==> config.mk <==
export PLATFORM = sky130hd
export DESIGN_NAME = gpioemu_host_flat
export DESIGN_NICKNAME = d
export VERILOG_FILES = /design/src/rtl/gpioemu_host_if.sv /design/src/rtl/gpioemu_host.sv /design/src/flat_wrapper.sv
export SDC_FILE = /design/constraint.sdc
export NUM_CORES = 1
export LEC_CHECK = 0
export ABC_AREA = 0
export BUFFER_PORTS_ARGS = -buffer_cell sky130_fd_sc_hd__buf_2
export CAP_MARGIN = 20
export CORE_ASPECT_RATIO = 0.7
export CORE_MARGIN = 5
export CORE_UTILIZATION = 30
export DETAILED_ROUTE_END_ITERATION = 12
export PLACE_DENSITY_LB_ADDON = 0.05
export SLEW_MARGIN = 20
export SYNTH_ARGS = -nofsm -noshare
export SYNTH_HDL_FRONTEND = slang
export SYNTH_SLANG_ARGS = --single-unit
export TNS_END_PERCENT = 20
==> constraint.sdc <==
create_clock -name clk -period 1.5 [get_ports clk]
set_input_delay 0.3 -clock clk [delete_from_list [all_inputs] [get_ports clk]]
set_output_delay 0.3 -clock clk [all_outputs]
set_load 0.02 [all_outputs]
==> src/rtl/gpioemu_host_if.sv <==
`default_nettype none
// =============================================================================
// Module   : gpioemu_host_if
// Brief    : Command/response handshake and gpioemu strobe bus bundle.
// Revision : 1.0 - initial release
// =============================================================================
interface gpioemu_host_if;
    logic        cmd_valid;
    logic        cmd_ready;
    logic [31:0] cmd_arg;
    logic        rsp_valid;
    logic        rsp_ready;
    logic [31:0] rsp_data;
    logic        rsp_err;
    logic        busy;
    logic [15:0] saddress;
    logic        srd;
    logic        swr;
    logic [31:0] sdata_in;
    logic [31:0] sdata_out;

    // Host side: owns the bus strobes and the response channel
    modport master (
        input  cmd_valid, cmd_arg, rsp_ready, sdata_out,
        output cmd_ready, rsp_valid, rsp_data, rsp_err, busy,
               saddress, srd, swr, sdata_in
    );

    // Requester / register-slave side
    modport slave (
        output cmd_valid, cmd_arg, rsp_ready, sdata_out,
        input  cmd_ready, rsp_valid, rsp_data, rsp_err, busy,
               saddress, srd, swr, sdata_in
    );
endinterface
`default_nettype wire

==> src/rtl/gpioemu_host.sv <==
`default_nettype none
// =============================================================================
// Module   : gpioemu_host
// Brief    : Bus initiator: writes argument to A, polls S until idle, reads W.
//            Optional poll timeout enabled by defining GPIOEMU_HOST_TIMEOUT_EN.
// Revision : 1.0 - initial release
// =============================================================================
module gpioemu_host #(
    parameter logic [15:0] ADDR_A   = 16'h288,
    parameter logic [15:0] ADDR_W   = 16'h298,
    parameter logic [15:0] ADDR_S   = 16'h2A0,
    parameter int unsigned POLL_GAP = 8
`ifdef GPIOEMU_HOST_TIMEOUT_EN
    ,
    parameter int unsigned TIMEOUT  = 4096
`endif
) (
    input  wire logic      clk,
    input  wire logic      reset,
    gpioemu_host_if.master bus
);

    localparam int unsigned c_state_w = 4;
    localparam logic [c_state_w-1:0] c_st_idle     = 4'd0;
    localparam logic [c_state_w-1:0] c_st_wr_setup = 4'd1;
    localparam logic [c_state_w-1:0] c_st_wr_stb   = 4'd2;
    localparam logic [c_state_w-1:0] c_st_wr_hold  = 4'd3;
    localparam logic [c_state_w-1:0] c_st_gap      = 4'd4;
    localparam logic [c_state_w-1:0] c_st_s_setup  = 4'd5;
    localparam logic [c_state_w-1:0] c_st_s_stb    = 4'd6;
    localparam logic [c_state_w-1:0] c_st_s_sample = 4'd7;
    localparam logic [c_state_w-1:0] c_st_w_setup  = 4'd8;
    localparam logic [c_state_w-1:0] c_st_w_stb    = 4'd9;
    localparam logic [c_state_w-1:0] c_st_w_sample = 4'd10;
    localparam logic [c_state_w-1:0] c_st_resp     = 4'd11;

    localparam logic [7:0] c_gap_last = 8'(POLL_GAP - 1);

    logic [c_state_w-1:0] r_state;
    logic [c_state_w-1:0] w_state_nxt;
    logic [7:0]           r_gap_cnt;
    logic                 r_ready_en;
    logic [15:0]          r_saddress;
    logic [31:0]          r_sdata_in;
    logic [31:0]          r_rsp_data;

    logic w_cmd_ready;
    logic w_accept;
    logic w_gap_done;
    logic w_s_busy;
    logic w_timeout;
    logic w_srd;
    logic w_swr;
    logic w_rsp_valid;
    logic w_busy;

    assign w_accept   = bus.cmd_valid & w_cmd_ready;
    assign w_gap_done = (r_gap_cnt == c_gap_last);
    assign w_s_busy   = bus.sdata_out[0];

    // ---------------------------------------------------------------- state reg
    always_ff @(posedge clk) begin
        if (reset) begin
            r_state <= c_st_idle;
        end else begin
            r_state <= w_state_nxt;
        end
    end

    // ---------------------------------------------------------------- next state
    always_comb begin
        w_state_nxt = r_state;
        case (r_state)
            c_st_idle:     if (w_accept) w_state_nxt = c_st_wr_setup;
            c_st_wr_setup: w_state_nxt = c_st_wr_stb;
            c_st_wr_stb:   w_state_nxt = c_st_wr_hold;
            c_st_wr_hold:  w_state_nxt = c_st_gap;
            c_st_gap:      if (w_gap_done) w_state_nxt = c_st_s_setup;
            c_st_s_setup:  w_state_nxt = c_st_s_stb;
            c_st_s_stb:    w_state_nxt = c_st_s_sample;
            c_st_s_sample: w_state_nxt = w_s_busy ? c_st_gap : c_st_w_setup;
            c_st_w_setup:  w_state_nxt = c_st_w_stb;
            c_st_w_stb:    w_state_nxt = c_st_w_sample;
            c_st_w_sample: w_state_nxt = c_st_resp;
            c_st_resp:     if (bus.rsp_ready) w_state_nxt = c_st_idle;
            default:       w_state_nxt = c_st_idle;
        endcase
        // An expired poll budget overrides wherever the poll loop currently is
        if (w_timeout) begin
            w_state_nxt = c_st_resp;
        end
    end

    // ---------------------------------------------------------------- outputs
    always_comb begin
        w_swr       = 1'b0;
        w_srd       = 1'b0;
        w_rsp_valid = 1'b0;
        w_busy      = 1'b1;
        w_cmd_ready = 1'b0;
        case (r_state)
            c_st_idle: begin
                w_busy      = 1'b0;
                w_cmd_ready = r_ready_en;
            end
            c_st_wr_stb:             w_swr       = 1'b1;
            c_st_s_stb, c_st_w_stb:  w_srd       = 1'b1;
            c_st_resp:               w_rsp_valid = 1'b1;
            default: ;
        endcase
    end

    // ---------------------------------------------------------------- datapath
    // Address/data only change on the edge that enters a SETUP state, so the
    // bus holds its last value between accesses.
    always_ff @(posedge clk) begin
        if (reset) begin
            r_ready_en <= 1'b0;
            r_gap_cnt  <= 8'd0;
            r_saddress <= 16'd0;
            r_sdata_in <= 32'd0;
            r_rsp_data <= 32'd0;
        end else begin
            r_ready_en <= 1'b1;
            r_gap_cnt  <= (r_state == c_st_gap) ? r_gap_cnt + 8'd1 : 8'd0;
            if (w_accept) begin
                r_saddress <= ADDR_A;
                r_sdata_in <= bus.cmd_arg;
            end
            if (r_state == c_st_gap && w_gap_done && !w_timeout) begin
                r_saddress <= ADDR_S;
            end
            if (r_state == c_st_s_sample && !w_s_busy && !w_timeout) begin
                r_saddress <= ADDR_W;
            end
            if (r_state == c_st_w_sample) begin
                r_rsp_data <= bus.sdata_out;
            end
            if (w_timeout) begin
                r_rsp_data <= 32'd0;
            end
        end
    end

`ifdef GPIOEMU_HOST_TIMEOUT_EN
    localparam logic [15:0] c_to_last = 16'(TIMEOUT - 1);

    logic [15:0] r_to_cnt;
    logic        r_rsp_err;
    logic        w_polling;

    assign w_polling = (r_state == c_st_gap)    || (r_state == c_st_s_setup) ||
                       (r_state == c_st_s_stb)  || (r_state == c_st_s_sample);
    assign w_timeout = w_polling && (r_to_cnt == c_to_last);

    always_ff @(posedge clk) begin
        if (reset) begin
            r_to_cnt  <= 16'd0;
            r_rsp_err <= 1'b0;
        end else begin
            if (w_accept) begin
                r_to_cnt <= 16'd0;
            end else if (w_polling) begin
                r_to_cnt <= r_to_cnt + 16'd1;
            end
            if (r_state == c_st_w_sample) begin
                r_rsp_err <= 1'b0;
            end
            if (w_timeout) begin
                r_rsp_err <= 1'b1;
            end
        end
    end

    assign bus.rsp_err = r_rsp_err;
`else
    assign w_timeout   = 1'b0;
    assign bus.rsp_err = 1'b0;
`endif

    assign bus.cmd_ready = w_cmd_ready;
    assign bus.rsp_valid = w_rsp_valid;
    assign bus.rsp_data  = r_rsp_data;
    assign bus.busy      = w_busy;
    assign bus.saddress  = r_saddress;
    assign bus.srd       = w_srd;
    assign bus.swr       = w_swr;
    assign bus.sdata_in  = r_sdata_in;

endmodule
`default_nettype wire

==> src/flat_wrapper.sv <==
// flat-port wrapper written by rule: the top's interface ports become plain ports
module gpioemu_host_flat 
#(
    parameter logic [15:0] ADDR_A   = 16'h288,
    parameter logic [15:0] ADDR_W   = 16'h298,
    parameter logic [15:0] ADDR_S   = 16'h2A0,
    parameter int unsigned POLL_GAP = 8

)
  (clk, reset, bus_cmd_valid, bus_cmd_arg, bus_rsp_ready, bus_sdata_out, bus_cmd_ready, bus_rsp_valid, bus_rsp_data, bus_rsp_err, bus_busy, bus_saddress, bus_srd, bus_swr, bus_sdata_in);
  gpioemu_host_if bus_i ();
  input  wire logic clk;
  input  wire logic reset;
  input wire logic [$bits(bus_i.cmd_valid)-1:0] bus_cmd_valid;
  input wire logic [$bits(bus_i.cmd_arg)-1:0] bus_cmd_arg;
  input wire logic [$bits(bus_i.rsp_ready)-1:0] bus_rsp_ready;
  input wire logic [$bits(bus_i.sdata_out)-1:0] bus_sdata_out;
  output wire logic [$bits(bus_i.cmd_ready)-1:0] bus_cmd_ready;
  output wire logic [$bits(bus_i.rsp_valid)-1:0] bus_rsp_valid;
  output wire logic [$bits(bus_i.rsp_data)-1:0] bus_rsp_data;
  output wire logic [$bits(bus_i.rsp_err)-1:0] bus_rsp_err;
  output wire logic [$bits(bus_i.busy)-1:0] bus_busy;
  output wire logic [$bits(bus_i.saddress)-1:0] bus_saddress;
  output wire logic [$bits(bus_i.srd)-1:0] bus_srd;
  output wire logic [$bits(bus_i.swr)-1:0] bus_swr;
  output wire logic [$bits(bus_i.sdata_in)-1:0] bus_sdata_in;
  assign bus_i.cmd_valid = bus_cmd_valid;
  assign bus_i.cmd_arg = bus_cmd_arg;
  assign bus_i.rsp_ready = bus_rsp_ready;
  assign bus_i.sdata_out = bus_sdata_out;
  assign bus_cmd_ready = bus_i.cmd_ready;
  assign bus_rsp_valid = bus_i.rsp_valid;
  assign bus_rsp_data = bus_i.rsp_data;
  assign bus_rsp_err = bus_i.rsp_err;
  assign bus_busy = bus_i.busy;
  assign bus_saddress = bus_i.saddress;
  assign bus_srd = bus_i.srd;
  assign bus_swr = bus_i.swr;
  assign bus_sdata_in = bus_i.sdata_in;
  gpioemu_host #(.ADDR_A(ADDR_A), .ADDR_W(ADDR_W), .ADDR_S(ADDR_S), .POLL_GAP(POLL_GAP)) u_core (.clk(clk), .reset(reset), .bus(bus_i));
endmodule
### After elaboration in Yosys (flattened, before gate mapping)

Index checks and enable logic that the tools add are counted.

| word-level totals | value |
|---|---|
| register bits after elaboration | 82 |
| bits of input ports | 68 |
| output and inout port bits | 86 |
| logic and storage cells | 49 |

| operators by class | value |
|---|---|
| add/subtract/negate cells | 1 |
| equal/unequal tests | 15 |
| mux-type cells | 14 |
| bitwise operators | 2 |
| reductions and logical operators | 10 |

Operator list:

| kind | count |
|---|---|
| case mux 4 bit (12 select lines) | 1 |
| two-way mux 10 bit | 3 |
| == test 4 x 3 -> 1 bit (second input constant) | 4 |
| == test 4 bit (second input constant) | 4 |
| two-way mux 4 bit | 4 |
| adder 8 x 1 -> 8 bit (second input constant) | 1 |
| == test 4 x 2 -> 1 bit (second input constant) | 2 |
| == test 8 x 3 -> 1 bit (second input constant) | 1 |
| two-way mux 1 bit | 6 |
| OR reduction 2 bit | 3 |
| == test 4 x 1 -> 1 bit (second input constant) | 1 |
| zero test 4 bit | 1 |
| inequality test 2 x 1 -> 1 bit (second input constant) | 2 |
| AND reduction 3 bit | 1 |
| nonzero test 3 bit | 1 |
| logical AND 1 bit | 2 |
| inequality test 2 bit (second input constant) | 1 |
| nonzero test 2 bit | 1 |
| AND 1 bit | 1 |
| zero test 1 bit | 1 |
| NOT 1 bit | 1 |

### Depth between registers and ports, before layout

| depth | value |
|---|---|
| depth in word-level cells | 6 |
| mapped depth | 7 |
| depth with buffers taken out | 5 |

### Worst setup path before layout

Ideal clock, no wire load.

| timing path | value |
|---|---|
| path kind | register to output |
| from | register u_core.r_state[0] |
| to | output port bus_swr |
| arrival | 1.301 ns |
| data required time | 1.200 ns |
| setup slack | -0.101 ns |
| stages on the path, launching flop included | 3 |
| buffers on the path | 1 |
| cell sequence | dfxtp_1 -> buf_2 -> nor4b_1 |

| between the ends | value |
|---|---|
| cells in the longest elaborated chain, start to end | 2 |

RTL lines:

| what | RTL line | source |
|---|---|---|
| start: declaration | gpioemu_host.sv:39 | `logic [c_state_w-1:0] r_state;` |
| start signal: assignment | gpioemu_host.sv:64 | `r_state <= c_st_idle;` |
| start signal: assignment | gpioemu_host.sv:66 | `r_state <= w_state_nxt;` |
| == test 4 x 2 -> 1 bit | gpioemu_host.sv:101 | `case (r_state)` |
| two-way mux 1 bit | gpioemu_host.sv:101 |  |
| end: declaration | flat_wrapper.sv:25 | `output wire logic [$bits(bus_i.swr)-1:0] bus_swr;` |

No other way between the ends.

### Final worst setup path

| timing path | value |
|---|---|
| from | register u_core.r_state[0] |
| to | output port bus_srd |

| between the ends | value |
|---|---|
| cells in the longest elaborated chain, start to end | 3 |
| elaborated cells between the ends (all ways) | 4 |
| classes of those cells | eq/ne: 2; mux: 1; reduce/logical: 1 |

RTL lines:

| what | RTL line | source |
|---|---|---|
| == test 4 x 3 -> 1 bit / == test 4 bit (equally long branches) | gpioemu_host.sv:101 |  |
| OR reduction 2 bit * | gpioemu_host.sv:101 |  |
| two-way mux 1 bit * | gpioemu_host.sv:101 |  |
| end: declaration | flat_wrapper.sv:24 | `output wire logic [$bits(bus_i.srd)-1:0] bus_srd;` |

Every way passes the cells marked *; elsewhere a longest branch is shown, timed or not.

==> out/metrics.yaml <==
power_and_ir_drop:
  seqPwrFrac_pct: 36.4
  p_per_area_nw_per_um2: 1560
  power.leakage_nw: 1.97
  fin_total_pwr_mw: 6.97
  vdd_drop_max_mv: 0.676
  netSwitchingPower_mw: 2.18
  combPwrFrac_pct: 30.5
  swShare_pct: 31.3
  p_clk_share_pct: 33.1
  p_int_mw: 4.79
floorplanning:
  die-area_sq_um: 12600
  start_util_pct: 30.4
  core_region_area_sq_um: 10200
  die_w_um: 132
  die_y_um: 95.3
  num_io_pins: 154
  fp-row-count: 31
clock_tree:
  clock_latency_ns: 0.33
  cts_tree: "done"
  path_clk_slew_ns: 0.06
  htreeDepth: 3
  clk_path_buf_depth: 2
  cts_buffers: 9
  cts_root_buffer: "clkbuf_16"
  numClockSinks: 81
synth:
  async_reset_ff_share_pct: 0
  netlist_area_sq_um: 3120
  ys_ff_latch: 81
  yosys.area.top_type: "dfxtp_1"
  synth.area.top_cells: "dfxtp_1, nand2_1, a21oi_1, buf_4, clkbuf_1"
  synth-seq-area-share_pct: 52.0
  synth_warnings: 0
  synth_cell_type_count: 36
  syn_avg_cell_area_sq_um: 8.16
  syn-instance-count: 382
  synth_edf_count: 0
  synth-main-ff-cell: "dfxtp_1"
  netlist.area_leader.share_pct: 52.0
worst_setup_path:
  slowest_stage: "dfxtp_2"
  crit_path_cell_trace: "buf_6 > nor2b_2 > a32o_1 > buf_4"
  critPathArrivalTime_ns: 1.33
  reg2reg_to: "u_core.bus.saddress[4]$_SDFFE_PP0P_"
  crit_path_max_fanout: 10
  end_kind: "output port"
  reg2reg_slack_ns: 0
  crit_path_start_kind: "flop"
  r2r_cells: 7
  reg2reg_from: "u_core.r_state[0]$_SDFFE_PP0P_"
  startpoint: "u_core.r_state[0]$_SDFFE_PP0P_"
  worst_ep_required_time_ns: 1.20
  crit_type: "flop to output port"
  critPathMaxStageDelay_ns: 0.34
place:
  dp_hpwl_um: 6320
  gp_congestion: 0.740
  port_buffers: 141
  dp_cells: 646
  place_ws_ns: 0.00792
  dpl_cell_area_sq_um: 4010
timing:
  max_freq_mhz: 612
  setup_violations: 5
  skew_ns: 0.00474
  layout_setup_ws_ns: -0.133
  min_period_ns: 1.63
  timing_hold_violations_final: 0
  rsz0062_at_grt: "true"
  finalMaxSlewViolations: 0
  whs_ns: 0.202
  period_share_pct: 109
  fin_tns_setup_ns: -0.417
global_route:
  grt.overflow.total: 0
  first_global_vias: 2773
  grt.total_usage_pct: 13.7
  grt_max_degree: 37
  grt_pass1_wl_um: 13900
  antenna_found_initial: 0
route:
  drtIter0Drc: 117
  vias: 2912
  via_per_inst: 4.38
  wirelength_um: 8830
  dr.pass1.iters: 4
  wl_per_cell_um: 13.3
  postRouteAntennaNets: 0
  drc: 0
run_status:
  violations: "negative setup slack"
  outcome: "complete, but fails checks"
cells_and_area:
  final_nets: 597
  design_area_sq_um: 4460
  instances_no_fill: 665
  final_common_cell: "buf_2"
  fin_util_pct: 43.5
  n_antenna_cell: 0
  layout_common_cells: "buf_2, nand2_1, dfxtp_1, a21oi_1, buf_4"
  drive_above_1_share_pct: 37.1
  syn2layout_area_growth_pct: 43.1
hold_path:
  hold_path_end: "u_core.bus.rsp_data[16]$_SDFFE_PP0N_"
  whs_path_depth: 3
  min_path_type: "primary input to flop"
  holdCritStartpoint: "bus_sdata_out[16]"
run:
  cap_violations: 0
-- worst max-delay path by stage --
stage,endpoint,cells past startpoint,slack (ns)
2_1_floorplan,u_core.bus.sdata_in[0]$_SDFFE_PP0P_,7,0.02
3_3_place_gp,u_core.r_state[2]$_SDFFE_PP0P_,5,0.07
3_5_place_dp,u_core.r_state[2]$_SDFFE_PP0P_,5,0.008
4_1_cts,bus_srd,4,-0.15
5_1_grt,bus_cmd_ready,3,-0.23
6_report,bus_srd,4,-0.13
-- power groups by stage --
stage | combinational, mW | clock, mW | sequential, mW
4_1_cts | 2.02 | 2.38 | 2.53
6_report | 2.13 | 2.30 | 2.54
2_1_floorplan | 1.02 | 0 | 2.75
3_3_place_gp | 1.87 | 0 | 2.56
5_1_grt | 2.33 | 2.46 | 2.57
3_5_place_dp | 1.87 | 0 | 2.56
-- repair_timing --
item                       CTS  global route
resized for setup           18            13
setup endpoints to repair    6            47
hold buffers                 0             0
gates cloned                 0             1
pin swaps                    1             3
setup buffers                1             1
-- cells by family after synthesis --
kind of cell / share of synthesized area, %
other cells: 0.120
simple gates: 24.4
flops: 52.0
compound gates: 13.6
buf+inv: 7.75
xor+xnor: 1.69
fa+ha+maj: 0.401
-- layer usage --
layer	wire length, um	global-route usage, %	vias to the layer above	share of wire [%]
li1	-	-	1507	-
met1	4240	18.0	1296	48
met2	3810	20.3	97	43
met3	641	5.64	12	7.3
met4	149	4.97	0	1.7
met5	0	0	-	0
-- cell usage after synthesis (2+ instances only) --
| master | n |
|---|---|
| clkbuf_1 | 14 |
| nand2_1 | 133 |
| and3_1 | 3 |
| buf_6 | 4 |
| buf_4 | 13 |
| buf_2 | 7 |
| o21ai_0 | 2 |
| nor2b_1 | 5 |
| xor2_1 | 4 |
| dfxtp_1 | 81 |
| nor2_1 | 11 |
| nand3_1 | 6 |
| a31oi_1 | 2 |
| a21oi_1 | 70 |
| xnor2_1 | 2 |
| nand2b_1 | 3 |
| a211oi_1 | 2 |
| inv_1 | 2 |
-- final cells by class --
| class | instances | area [sq um] |
|---|---|---|
| clock inverters | 5 | 80.1 |
| clock buffers | 11 | 233 |
| flip-flops and latches | 81 | 1630 |
| multi-input cells | 271 | 1350 |
| inverters | 3 | 11.3 |
| repair buffers | 162 | 982 |
| fillers | 1070 | 5780 |
| well taps | 132 | 165 |
-- critical path, delay by kind of cell (launching register included) --
| kind | cells | cell delay [ns] |
|---|---|---|
| compound gates | 1 | 0.21 |
| buf+inv | 2 | 0.29 |
| flops | 1 | 0.34 |
| simple gates | 1 | 0.15 |
-- flip-flops by register name, indices dropped and copies added, names as in the netlist --
register	count
u_core.bus.sdata_in	32
u_core.r_ready_en	1
u_core.r_gap_cnt	8
u_core.bus.saddress	4
u_core.r_state	4
u_core.bus.rsp_data	32
Power figures use the tool's default switching activity.
